==> src/rtl/db_req_arbiter_pkg.sv <==
// Shared definitions for the DB request arbiter.
//   - DB op codes and response status codes, shared with the DB controller.
//   - Default key length and the arbiter FSM state type.
//   - Saturating increment used by the optional statistics counters.
package db_req_arbiter_pkg;

  localparam int unsigned KEY_LEN = 96;

  // Request op codes.
  localparam logic [3:0] OP_LOOKUP = 4'h1;
  localparam logic [3:0] OP_INSERT = 4'h2;
  localparam logic [3:0] OP_DELETE = 4'h3;

  // Response status codes.
  localparam logic [3:0] SUSPECTION = 4'd1;
  localparam logic [3:0] ARREST     = 4'd2;
  localparam logic [3:0] FILTERED   = 4'd3;
  localparam logic [3:0] EXPIRED    = 4'd4;

  typedef enum logic [1:0] {
    ARB_P0,
    ARB_P1,
    ARB_DRAIN
  } arb_state_e;

  function automatic logic [31:0] sat_inc32(input logic [31:0] val, input logic en);
    return (en && (val != 32'hFFFF_FFFF)) ? val + 32'd1 : val;
  endfunction

endpackage

==> src/rtl/db_req_arbiter_if.sv <==
// Signal bundle between the two requesters / DB controller and the arbiter.
//   p0_*, p1_*     : requester valid/ready/key/flag
//   db_*           : request strobe to, and in-order response from, the DB controller
//   r0/r1_valid    : response routed back to the issuing requester, with shared r_flag
//   cfg_pause      : drain request; quiesced / err_orphan are arbiter status
// Modports: master = environment side (requesters + DB controller), slave = arbiter.
interface db_req_arbiter_if #(
  parameter int unsigned KEY_SIZE  = 96,
  parameter int unsigned FLAG_SIZE = 4
);
  logic                 p0_valid;
  logic                 p0_ready;
  logic [KEY_SIZE-1:0]  p0_key;
  logic [FLAG_SIZE-1:0] p0_flag;
  logic                 p1_valid;
  logic                 p1_ready;
  logic [KEY_SIZE-1:0]  p1_key;
  logic [FLAG_SIZE-1:0] p1_flag;
  logic                 db_valid;
  logic [KEY_SIZE-1:0]  db_key;
  logic [FLAG_SIZE-1:0] db_flag;
  logic                 db_rsp_valid;
  logic [FLAG_SIZE-1:0] db_rsp_flag;
  logic                 r0_valid;
  logic                 r1_valid;
  logic [FLAG_SIZE-1:0] r_flag;
  logic                 cfg_pause;
  logic                 quiesced;
  logic                 err_orphan;

  modport master (
    output p0_valid, p0_key, p0_flag, p1_valid, p1_key, p1_flag,
    output db_rsp_valid, db_rsp_flag, cfg_pause,
    input  p0_ready, p1_ready, db_valid, db_key, db_flag,
    input  r0_valid, r1_valid, r_flag, quiesced, err_orphan
  );

  modport slave (
    input  p0_valid, p0_key, p0_flag, p1_valid, p1_key, p1_flag,
    input  db_rsp_valid, db_rsp_flag, cfg_pause,
    output p0_ready, p1_ready, db_valid, db_key, db_flag,
    output r0_valid, r1_valid, r_flag, quiesced, err_orphan
  );

endinterface

==> src/rtl/db_arb_tagq.sv <==
// 1-bit-wide synchronous FIFO holding the requester ID of each in-flight DB request.
//   clk, rst_n : clock, synchronous active-low reset (discards all entries)
//   push, din  : enqueue one ID
//   pop, dout  : dequeue; dout is the head, read combinationally
//   count      : occupancy 0..DEPTH; empty / full flags
// DEPTH must be a power of 2 so the pointers wrap naturally.
module db_arb_tagq #(
  parameter int unsigned DEPTH = 16
) (
  input  logic                     clk,
  input  logic                     rst_n,
  input  logic                     push,
  input  logic                     pop,
  input  logic                     din,
  output logic                     dout,
  output logic [$clog2(DEPTH):0]   count,
  output logic                     empty,
  output logic                     full
);
  localparam int unsigned PtrW = $clog2(DEPTH);
  localparam int unsigned CntW = PtrW + 1;

  logic [DEPTH-1:0] mem_q;
  logic [PtrW-1:0]  wr_ptr_q, rd_ptr_q;
  logic [CntW-1:0]  cnt_q;
  logic             do_push, do_pop;

  assign empty   = (cnt_q == '0);
  assign full    = (cnt_q == CntW'(DEPTH));
  assign do_pop  = pop && !empty;
  // A push into a full queue is only safe when the head leaves in the same cycle.
  assign do_push = push && (!full || do_pop);
  assign dout    = mem_q[rd_ptr_q];
  assign count   = cnt_q;

  always_ff @(posedge clk) begin
    if (!rst_n) begin
      mem_q    <= '0;
      wr_ptr_q <= '0;
      rd_ptr_q <= '0;
      cnt_q    <= '0;
    end else begin
      if (do_push) begin
        mem_q[wr_ptr_q] <= din;
        wr_ptr_q        <= wr_ptr_q + 1'b1;
      end
      if (do_pop) begin
        rd_ptr_q <= rd_ptr_q + 1'b1;
      end
      unique case ({do_push, do_pop})
        2'b10:   cnt_q <= cnt_q + 1'b1;
        2'b01:   cnt_q <= cnt_q - 1'b1;
        default: cnt_q <= cnt_q;
      endcase
    end
  end

endmodule

==> src/rtl/db_req_arbiter.sv <==
// Arbitrates the single DB lookup/update port between port 0 (network RX lookups) and
// port 1 (control-plane insert/delete). One grant per cycle; the granted request is issued
// to the DB controller one cycle later and its requester ID is queued so the in-order DB
// response can be routed back. cfg_pause stops granting and reports quiesced once drained.
//   clk, rst_n         : clock, synchronous active-low reset
//   bus (slave)        : requester, DB controller and pause/status signals
//   stat_* (optional)  : 32-bit saturating grant / queue-full counters
// Optional feature macro: DB_ARB_STATS_EN adds stat_p0_grants, stat_p1_grants and
// stat_full_cycles output ports.
module db_req_arbiter
  import db_req_arbiter_pkg::*;
#(
  parameter int unsigned KEY_SIZE   = KEY_LEN,
  parameter int unsigned FLAG_SIZE  = 4,
  parameter int unsigned MAX_OUTST  = 16,
  parameter int unsigned STARVE_MAX = 8
) (
  input  logic               clk,
  input  logic               rst_n,
  db_req_arbiter_if.slave    bus
`ifdef DB_ARB_STATS_EN
  ,
  output logic [31:0]        stat_p0_grants,
  output logic [31:0]        stat_p1_grants,
  output logic [31:0]        stat_full_cycles
`endif
);
  localparam int unsigned CntW      = $clog2(MAX_OUTST) + 1;
  localparam logic [7:0]  StarveMax = 8'(STARVE_MAX);

  arb_state_e           state_q, state_d;
  logic [7:0]           starve_q, starve_d;
  logic                 can_grant;
  logic                 gnt0, gnt1;

  logic [CntW-1:0]      outst_cnt;
  logic                 tq_empty, tq_full, tq_dout, tq_pop, tq_push;

  logic                 db_valid_q;
  logic [KEY_SIZE-1:0]  db_key_q;
  logic [FLAG_SIZE-1:0] db_flag_q;
  logic                 r0_valid_q, r1_valid_q;
  logic [FLAG_SIZE-1:0] r_flag_q;
  logic                 quiesced_q;
  logic                 err_orphan_q;

  // Responses arriving with nothing outstanding are orphans and are not popped.
  assign tq_pop  = bus.db_rsp_valid && !tq_empty;
  assign tq_push = gnt0 || gnt1;

  db_arb_tagq #(
    .DEPTH (MAX_OUTST)
  ) u_tagq (
    .clk   (clk),
    .rst_n (rst_n),
    .push  (tq_push),
    .pop   (tq_pop),
    .din   (gnt1),
    .dout  (tq_dout),
    .count (outst_cnt),
    .empty (tq_empty),
    .full  (tq_full)
  );

  // Grant / next-state logic. A pop in the current cycle does not free a slot until the
  // next cycle, so a full queue always blocks granting.
  always_comb begin
    state_d   = state_q;
    starve_d  = starve_q;
    gnt0      = 1'b0;
    gnt1      = 1'b0;
    can_grant = rst_n && !bus.cfg_pause && (state_q != ARB_DRAIN) && !tq_full;

    unique case (state_q)
      ARB_P0: begin
        if (can_grant && bus.p0_valid) begin
          gnt0 = 1'b1;
          // Count only grants that made port 1 wait.
          starve_d = bus.p1_valid ? starve_q + 8'd1 : 8'd0;
          if (starve_d == StarveMax) begin
            state_d = ARB_P1;
          end
        end else if (can_grant && bus.p1_valid) begin
          gnt1     = 1'b1;
          starve_d = 8'd0;
        end
      end
      ARB_P1: begin
        if (can_grant && bus.p1_valid) begin
          gnt1     = 1'b1;
          starve_d = 8'd0;
          state_d  = ARB_P0;
        end else if (can_grant && bus.p0_valid) begin
          gnt0 = 1'b1;
        end
      end
      ARB_DRAIN: begin
        state_d  = ARB_P0;
        starve_d = 8'd0;
      end
      default: begin
        state_d  = ARB_P0;
        starve_d = 8'd0;
      end
    endcase

    // Pause wins from any state and holds the arbiter in drain.
    if (bus.cfg_pause) begin
      state_d = ARB_DRAIN;
    end
  end

  always_ff @(posedge clk) begin
    if (!rst_n) begin
      state_q      <= ARB_P0;
      starve_q     <= 8'd0;
      db_valid_q   <= 1'b0;
      db_key_q     <= '0;
      db_flag_q    <= '0;
      r0_valid_q   <= 1'b0;
      r1_valid_q   <= 1'b0;
      r_flag_q     <= '0;
      quiesced_q   <= 1'b0;
      err_orphan_q <= 1'b0;
    end else begin
      state_q    <= state_d;
      starve_q   <= starve_d;
      db_valid_q <= gnt0 || gnt1;
      if (gnt1) begin
        db_key_q  <= bus.p1_key;
        db_flag_q <= bus.p1_flag;
      end else if (gnt0) begin
        db_key_q  <= bus.p0_key;
        db_flag_q <= bus.p0_flag;
      end
      r0_valid_q <= tq_pop && !tq_dout;
      r1_valid_q <= tq_pop && tq_dout;
      if (tq_pop) begin
        r_flag_q <= bus.db_rsp_flag;
      end
      // Falls in the same edge that pause is released.
      quiesced_q <= bus.cfg_pause && (outst_cnt == '0);
      if (bus.db_rsp_valid && tq_empty) begin
        err_orphan_q <= 1'b1;
      end
    end
  end

  assign bus.p0_ready   = gnt0;
  assign bus.p1_ready   = gnt1;
  assign bus.db_valid   = db_valid_q;
  assign bus.db_key     = db_key_q;
  assign bus.db_flag    = db_flag_q;
  assign bus.r0_valid   = r0_valid_q;
  assign bus.r1_valid   = r1_valid_q;
  assign bus.r_flag     = r_flag_q;
  assign bus.quiesced   = quiesced_q;
  assign bus.err_orphan = err_orphan_q;

`ifdef DB_ARB_STATS_EN
  logic [31:0] st_p0_q, st_p1_q, st_full_q;

  always_ff @(posedge clk) begin
    if (!rst_n) begin
      st_p0_q   <= '0;
      st_p1_q   <= '0;
      st_full_q <= '0;
    end else begin
      st_p0_q   <= sat_inc32(st_p0_q, gnt0);
      st_p1_q   <= sat_inc32(st_p1_q, gnt1);
      st_full_q <= sat_inc32(st_full_q, (bus.p0_valid || bus.p1_valid) && tq_full);
    end
  end

  assign stat_p0_grants   = st_p0_q;
  assign stat_p1_grants   = st_p1_q;
  assign stat_full_cycles = st_full_q;
`endif

endmodule

==> src/flat_wrapper.sv <==
// flat-port wrapper written by rule: the top's interface ports become plain ports
module db_req_arbiter_flat import db_req_arbiter_pkg::*;
#(
  parameter int unsigned KEY_SIZE   = KEY_LEN,
  parameter int unsigned FLAG_SIZE  = 4,
  parameter int unsigned MAX_OUTST  = 16,
  parameter int unsigned STARVE_MAX = 8
)
  (clk, rst_n, bus_p0_valid, bus_p0_key, bus_p0_flag, bus_p1_valid, bus_p1_key, bus_p1_flag, bus_db_rsp_valid, bus_db_rsp_flag, bus_cfg_pause, bus_p0_ready, bus_p1_ready, bus_db_valid, bus_db_key, bus_db_flag, bus_r0_valid, bus_r1_valid, bus_r_flag, bus_quiesced, bus_err_orphan);
  db_req_arbiter_if #(.KEY_SIZE(KEY_SIZE), .FLAG_SIZE(FLAG_SIZE)) bus_i ();
  input  logic clk;
  input  logic rst_n;
  input wire logic [$bits(bus_i.p0_valid)-1:0] bus_p0_valid;
  input wire logic [$bits(bus_i.p0_key)-1:0] bus_p0_key;
  input wire logic [$bits(bus_i.p0_flag)-1:0] bus_p0_flag;
  input wire logic [$bits(bus_i.p1_valid)-1:0] bus_p1_valid;
  input wire logic [$bits(bus_i.p1_key)-1:0] bus_p1_key;
  input wire logic [$bits(bus_i.p1_flag)-1:0] bus_p1_flag;
  input wire logic [$bits(bus_i.db_rsp_valid)-1:0] bus_db_rsp_valid;
  input wire logic [$bits(bus_i.db_rsp_flag)-1:0] bus_db_rsp_flag;
  input wire logic [$bits(bus_i.cfg_pause)-1:0] bus_cfg_pause;
  output wire logic [$bits(bus_i.p0_ready)-1:0] bus_p0_ready;
  output wire logic [$bits(bus_i.p1_ready)-1:0] bus_p1_ready;
  output wire logic [$bits(bus_i.db_valid)-1:0] bus_db_valid;
  output wire logic [$bits(bus_i.db_key)-1:0] bus_db_key;
  output wire logic [$bits(bus_i.db_flag)-1:0] bus_db_flag;
  output wire logic [$bits(bus_i.r0_valid)-1:0] bus_r0_valid;
  output wire logic [$bits(bus_i.r1_valid)-1:0] bus_r1_valid;
  output wire logic [$bits(bus_i.r_flag)-1:0] bus_r_flag;
  output wire logic [$bits(bus_i.quiesced)-1:0] bus_quiesced;
  output wire logic [$bits(bus_i.err_orphan)-1:0] bus_err_orphan;
  assign bus_i.p0_valid = bus_p0_valid;
  assign bus_i.p0_key = bus_p0_key;
  assign bus_i.p0_flag = bus_p0_flag;
  assign bus_i.p1_valid = bus_p1_valid;
  assign bus_i.p1_key = bus_p1_key;
  assign bus_i.p1_flag = bus_p1_flag;
  assign bus_i.db_rsp_valid = bus_db_rsp_valid;
  assign bus_i.db_rsp_flag = bus_db_rsp_flag;
  assign bus_i.cfg_pause = bus_cfg_pause;
  assign bus_p0_ready = bus_i.p0_ready;
  assign bus_p1_ready = bus_i.p1_ready;
  assign bus_db_valid = bus_i.db_valid;
  assign bus_db_key = bus_i.db_key;
  assign bus_db_flag = bus_i.db_flag;
  assign bus_r0_valid = bus_i.r0_valid;
  assign bus_r1_valid = bus_i.r1_valid;
  assign bus_r_flag = bus_i.r_flag;
  assign bus_quiesced = bus_i.quiesced;
  assign bus_err_orphan = bus_i.err_orphan;
  db_req_arbiter #(.KEY_SIZE(KEY_SIZE), .FLAG_SIZE(FLAG_SIZE), .MAX_OUTST(MAX_OUTST), .STARVE_MAX(STARVE_MAX)) u_core (.clk(clk), .rst_n(rst_n), .bus(bus_i));
endmodule
==> config.mk <==
export PLATFORM = sky130hd
export DESIGN_NAME = db_req_arbiter_flat
export DESIGN_NICKNAME = d
export VERILOG_FILES = /design/src/rtl/db_req_arbiter_pkg.sv /design/src/rtl/db_req_arbiter_if.sv /design/src/rtl/db_arb_tagq.sv /design/src/rtl/db_req_arbiter.sv /design/src/flat_wrapper.sv
export SDC_FILE = /design/constraint.sdc
export NUM_CORES = 1
export LEC_CHECK = 0
export CORE_AREA = 2 2 125 127
export CTS_BUF_LIST = sky130_fd_sc_hd__clkbuf_2
export CTS_CLUSTER_DIAMETER = 80
export CTS_CLUSTER_SIZE = 10
export DETAILED_ROUTE_END_ITERATION = 12
export DIE_AREA = 0 0 127 129
export PLACE_DENSITY = 0.95
export SLEW_MARGIN = 20
export SYNTH_ARGS = -nofsm -noshare
export SYNTH_HDL_FRONTEND = slang
export SYNTH_SLANG_ARGS = --single-unit
==> constraint.sdc <==
create_clock -name clk -period 9.6 [get_ports clk]
set_input_delay 1.44 -clock clk [delete_from_list [all_inputs] [get_ports clk]]
set_output_delay 1.44 -clock clk [all_outputs]
set_load 0.1 [all_outputs]
# --- Word-level counts from Yosys, hierarchy flattened ---
# Index checks and enable logic that the tools add are counted.
# Widths: inputs -> output; s select.
word_totals:
  register_bits: 148
  latch_bits: 0
  word_cells: 87
  n_memories: 0
  in_bits: 210
  ramBits: 0
  rom_bits: 0
op_classes:
  div: 0
  shifts: 0
  eq_ne: 12
  n_mux: 25
  n_mul: 0
  n_reduce_logical: 26
  add_sub_neg: 5
  magnitude_cmp: 3
  n_bitwise: 1
ops:
  columns: ["op", "n"]
  rows:
  - ["$mux 96", 2]
  - ["$mux 8", 3]
  - ["$bwmux 16", 1]
  - ["$pmux 8 s2", 1]
  - ["$logic_and 1x1->1", 13]
  - ["$lt 4x5->1 const B", 2]
  - ["$pmux 5 s2", 1]
  - ["$ne 3x2->1 const B", 3]
  - ["$add 4x1->4 const B", 2]
  - ["$add 8x1->8 const B", 1]
  - ["$eq 8x4->1 const B", 1]
  - ["$mux 2", 4]
  - ["$mux 4", 2]
  - ["$mux 1", 6]
  - ["$ne 2x1->1 const B", 3]
  - ["$reduce_and 3->1", 2]
  - ["$add 5x1->5 const B", 1]
  - ["$eq 5x5->1 const B", 1]
  - ["$logic_not 5->1", 1]
  - ["$sub 5x1->5 const B", 1]
  - ["$bmux 1 s4", 1]
  - ["$demux 1 s4", 1]
  - ["$eq 2x1->1 const B", 2]
  - ["$ge 4x1->1 const B", 1]
  - ["other kinds (10)", 16]

# --- Longest topological paths before layout ---
logic_depth:
  depth_word: 12
  depth_mapped: 16
  depth_no_buf: 11

# --- By module ---
# Synthesis repeated with hierarchy kept, for this count alone.
hier_totals:
  cells_unflattened: 708
  hier_area_um2: 6732.7
modules_own_cells:
  columns: ["mod", "instances", "cells_per_inst", "area_each_um2"]
  rows:
  - ["db_req_arbiter", 1, 548, 5134.9]
  - ["db_arb_tagq", 1, 160, 1597.8]

# --- Least setup slack after synthesis ---
# OpenSTA, ideal clock, no wires.
synth_timing:
  path_type: "input to output"
  startpoint: "input bus_cfg_pause"
  endpoint: "output bus_p0_ready"
  path_slack_ns: 5.118
  t_arrival_ns: 3.042
  required_ns: 8.160
  cell_stages: 4
  n_path_buf: 1
  path_cell_list: "or3b_4 -> a21oi_4 -> buf_2 -> and3_1"
synth_via:
  elab_chain_cells: 8
  elab_cells_between_ends: 9
  classes_between: "3 x mux; 6 x reduce/logical"
synth_lines:
  columns: ["element", "line_no", "rtl"]
  rows:
  - ["start, declared", "flat_wrapper.sv:21", "input wire logic [$bits(bus_i.cfg_pause)-1:0] bus_cfg_pause;"]
  - ["$logic_not 1->1 (*)", "db_req_arbiter.sv:72", "can_grant = rst_n && !bus.cfg_pause && (state_q != ARB_DRAIN) && !tq_full;"]
  - ["$logic_and 1x1->1 (*) (3 in a row)", "db_req_arbiter.sv:72", null]
  - ["$logic_and 1x1->1", "db_req_arbiter.sv:76, db_req_arbiter.sv:93", null]
  - ["$mux 1", "db_req_arbiter.sv:76, db_req_arbiter.sv:93", null]
  - ["$mux 1", "db_req_arbiter.sv:89", "if (can_grant && bus.p1_valid) begin"]
  - ["$pmux 1 s2 (*)", "db_req_arbiter.sv:74", "unique case (state_q)"]
  - ["end, declared", "flat_wrapper.sv:22", "output wire logic [$bits(bus_i.p0_ready)-1:0] bus_p0_ready;"]
# Every way passes the cells marked *; elsewhere a longest branch is shown, timed or not.

# --- Final worst setup path ---
layout_timing:
  startpoint: "input rst_n"
  endpoint: "output bus_p1_ready"
layout_via:
  elab_chain_cells: 7
  elab_cells_between_ends: 8
  classes_between: "3 x mux; 5 x reduce/logical"
layout_lines:
  columns: ["element", "line_no", "rtl"]
  rows:
  - ["start, declared", "flat_wrapper.sv:12", "input logic rst_n;"]
  - ["$logic_and 1x1->1 (*) (3 in a row)", "db_req_arbiter.sv:72", null]
  - ["$logic_and 1x1->1", "db_req_arbiter.sv:83, db_req_arbiter.sv:89", null]
  - ["$mux 1", "db_req_arbiter.sv:83, db_req_arbiter.sv:89", null]
  - ["$mux 1", "db_req_arbiter.sv:76", "if (can_grant && bus.p0_valid) begin"]
  - ["$pmux 1 s2 (*)", "db_req_arbiter.sv:74", null]
  - ["end, declared", "flat_wrapper.sv:23", "output wire logic [$bits(bus_i.p1_ready)-1:0] bus_p1_ready;"]
# Marked as above.

==> results.yml <==
outcome:
  status: "finished clean"
synth:
  yosys-top-cells-area: "dfxtp_1, mux2i_1, nand3_1, o21ai_1, o21ai_0"
  syn_avg_cell_area_um2: 9.50
  syn_area_um2: 6780
  synth_fp_nets: 932
  ys_async_sr_fraction_pct: 0
  ys.flop_type: "dfxtp_1"
  synthCells: 713
  synth-edff-count: 0
  netlist.area_leader.share_pct: 43.7
  synth_seq_cells: 148
  yosysWarnings: 0
  yosysSeqAreaShare_pct: 43.7
  synth_cell_types: 51
  yosys.area.top_type: "dfxtp_1"
placement:
  dpl.hpwl_um: 14900
  place_congestion: 0.795
  dpl_worst_slack_ns: 3.10
  port_buffers: 320
grt:
  use_met3_pct: 7.98
  grt_pass1_vias: 6124
  grt_use_met1_pct: 25.8
  grt_max_degree: 109
  grt_antenna_before_repair: 2
  grt_pass1_wl_um: 30500
  grtUsageTotal_pct: 23.7
  globalRouteOverflowTotal: 0
  met2_usage_pct: 41.7
  grt_busiest_layer: "met2"
floorplanning:
  die_x_um: 127
  num_io_pins: 321
  dieArea_um2: 16400
  start_util_pct: 45.2
  design.core.area_um2: 15000
  num_rows: 45
  die_h_um: 129
cts:
  numCtsBuffers: 17
  cts_buffer_depth: 2
  tritoncts: "done"
  cts-root-buf: "clkbuf_2"
  cts.sinks: 148
  clk_latency_ns: 0.69
  path_clk_slew_ns: 0.19
  cts_htree_levels: 4
  cts_hold_buf: 0
  post_cts_buffers: 0
  cts-resized-gates: 0
final_layout:
  drive_gt1_share_pct: 4.45
  fin_util_pct: 67.5
  mostFrequentLayoutCell: "clkdlybuf4s50_1"
  area.growth.synth_to_final_pct: 49.2
  final_cell_mix: "clkdlybuf4s50_1, dfxtp_1, nand3_1"
  final_nets: 1217
power_and_ir_drop:
  power.internal_w: 0.00104
  switchingPower_w: 0.000786
  p_seq_share_pct: 39.6
  p_leak_nw: 3.62
  ir_drop_mv: 0.112
  swShare_pct: 43.1
  clockPowerShare_pct: 18.3
  p_comb_share_pct: 42.1
  powerDensity_nw_per_um2: 181
worst_hold_path:
  hold_class: "register to register"
sta:
  finalMaxSlewViolations: 0
  finalWorstSetupSlack_ns: 3.08
  max_freq_ghz: 0.153
  rsz0062_at_grt: "no"
  maxSlewHeadroom_pct: 28.8
  finalHoldViolCount: 0
  report.final.setup_viol: 0
  period_share_pct: 67.9
  setup-tns-final_ns: 0
  fin_hold_ws_ns: 0.470
  tightestPinTransition_ns: 1.06
  skew_ns: 0.0254
  fin_crit_ns: 6.52
route:
  drc: 0
  drt_wl_total_um: 19900
  via_per_inst: 5.24
  drt-pass1-iter-count: 6
  detail_route.wl_per_cell_um: 16.6
  drtAntennaViolNets: 0
  vias: 6292
  drtIter0Drc: 341
setup_path:
  r2r_slack_ns: 6.00
  crit_fanout: 64
  crit_start: "rst_n"
  r2r-end: "u_core.bus.db_key[32]"
  worstPathArrival_ns: 5.08
  crit_path_end: "bus_p1_ready"
  r2r-start: "u_core.state_q[1]"
  end_kind: "output pin"
  critPathRequiredTime_ns: 8.16
  path_class: "input port to output pin"
  slowest_stage: "clkdlybuf4s50_1"
  reg2reg_depth: 6
  start_kind: "input port"
  crit_path_max_incr_delay_ns: 1.29
  path_cells: "buf_4 -> or3b_4 -> a21oi_4 -> and3_4 -> clkdlybuf4s50_1"
flow_run:
  max-cap-violations: 0
critical path: cells and delay by family:
family          cells  cell delay [ns]
buf+inv             2             1.79
simple gates        2             1.36
compound gates      1             0.37
cells in the mapped netlist (2+ instances only):
cell type,count
clkbuf_1,19
nand2_1,30
and3_1,6
nor3b_1,4
mux2i_1,118
o22ai_1,2
and2_1,10
inv_1,5
a21oi_1,3
a22oi_1,2
inv_2,2
a21boi_0,6
a31oi_1,4
nand4_1,2
xor2_1,7
o21ai_1,80
buf_2,3
nand3_1,120
buf_1,12
buf_6,13
xnor2_1,7
o41ai_1,2
o21ai_0,31
buf_4,9
mux4_2,5
or3_1,2
dfxtp_1,148
ha_1,9
nor2_1,10
nand2b_1,2
nor2b_1,20
state kept, by name, summed over array words and instances, names as in the netlist, 2 cells and up:
| name | count |
|---|---|
| u_core.state_q | 2 |
| u_core.bus.db_key | 96 |
| u_core.u_tagq.rd_ptr_q | 4 |
| u_core.u_tagq.count | 5 |
| u_core.u_tagq.wr_ptr_q | 4 |
| u_core.u_tagq.mem_q | 16 |
| u_core.starve_q | 8 |
| u_core.bus.db_flag | 4 |
| u_core.bus.r_flag | 4 |
cell type report:
class | count | area (µm²)
Sequential cell | 148 | 2960
Clock inverter | 12 | 114
Timing Repair Buffer | 323 | 3220
Antenna cell | 2 | 5.00
Inverter | 7 | 31.3
Clock buffer | 20 | 100
Fill cell | 1143 | 4860
Tap cell | 188 | 235
Multi-Input combinational cell | 501 | 3440
per-stage QoR:
step                cells  instance area (µm²)  power (W)
floorplan             713                 6780    0.00128
global placement     1167                 9890    0.00149
detailed placement   1167                 9890    0.00150
CTS                  1199                10100    0.00184
global route         1201                10100    0.00191
finish               1201                10100    0.00183
how the worst min path moves through the flow:
stage / start / end / slack (ns) / depth (start not counted)
final: u_core.bus.db_key[93] / u_core.bus.db_key[93] / 0.47 / 2
after global placement: u_core.bus.db_key[63] / u_core.bus.db_key[63] / 0.45 / 2
after floorplan: u_core.u_tagq.wr_ptr_q[3] / u_core.u_tagq.wr_ptr_q[3] / 0.47 / 1
after detailed placement: u_core.bus.db_key[63] / u_core.bus.db_key[63] / 0.45 / 2
after global routing: u_core.bus.db_key[61] / u_core.bus.db_key[61] / 0.49 / 2
after CTS: u_core.bus.db_key[63] / u_core.bus.db_key[63] / 0.47 / 2
layer usage:
metal	share of wire, %	vias to the layer above
li1	-	3129
met1	38	2878
met5	0	-
met4	3.3	0
met2	52	232
met3	7.0	53
cell families (layout without fill, tap and decap cells):
| family | count (synthesis) | in the layout | synth area share [%] |
|---|---|---|---|
| compound gates | 139 | 139 | 11.4 |
| mux | 123 | 123 | 19.1 |
| simple gates | 216 | 216 | 16.8 |
| xor+xnor | 14 | 14 | 1.81 |
| buf+inv | 64 | 362 | 5.56 |
| fa+ha+maj | 9 | 9 | 1.66 |
| flops | 148 | 148 | 43.7 |
| other cells | 0 | 2 | 0 |
power groups by stage:
stage | logic, W | registers (W) | clock network [W]
floorplan | 0.000226 | 0.00106 | 0
global placement | 0.000756 | 0.000731 | 0
detailed placement | 0.000769 | 0.000736 | 0
CTS | 0.000771 | 0.000723 | 0.000347
global route | 0.000808 | 0.000732 | 0.000371
finish | 0.000769 | 0.000723 | 0.000334
(Power assumes the default switching activity.)
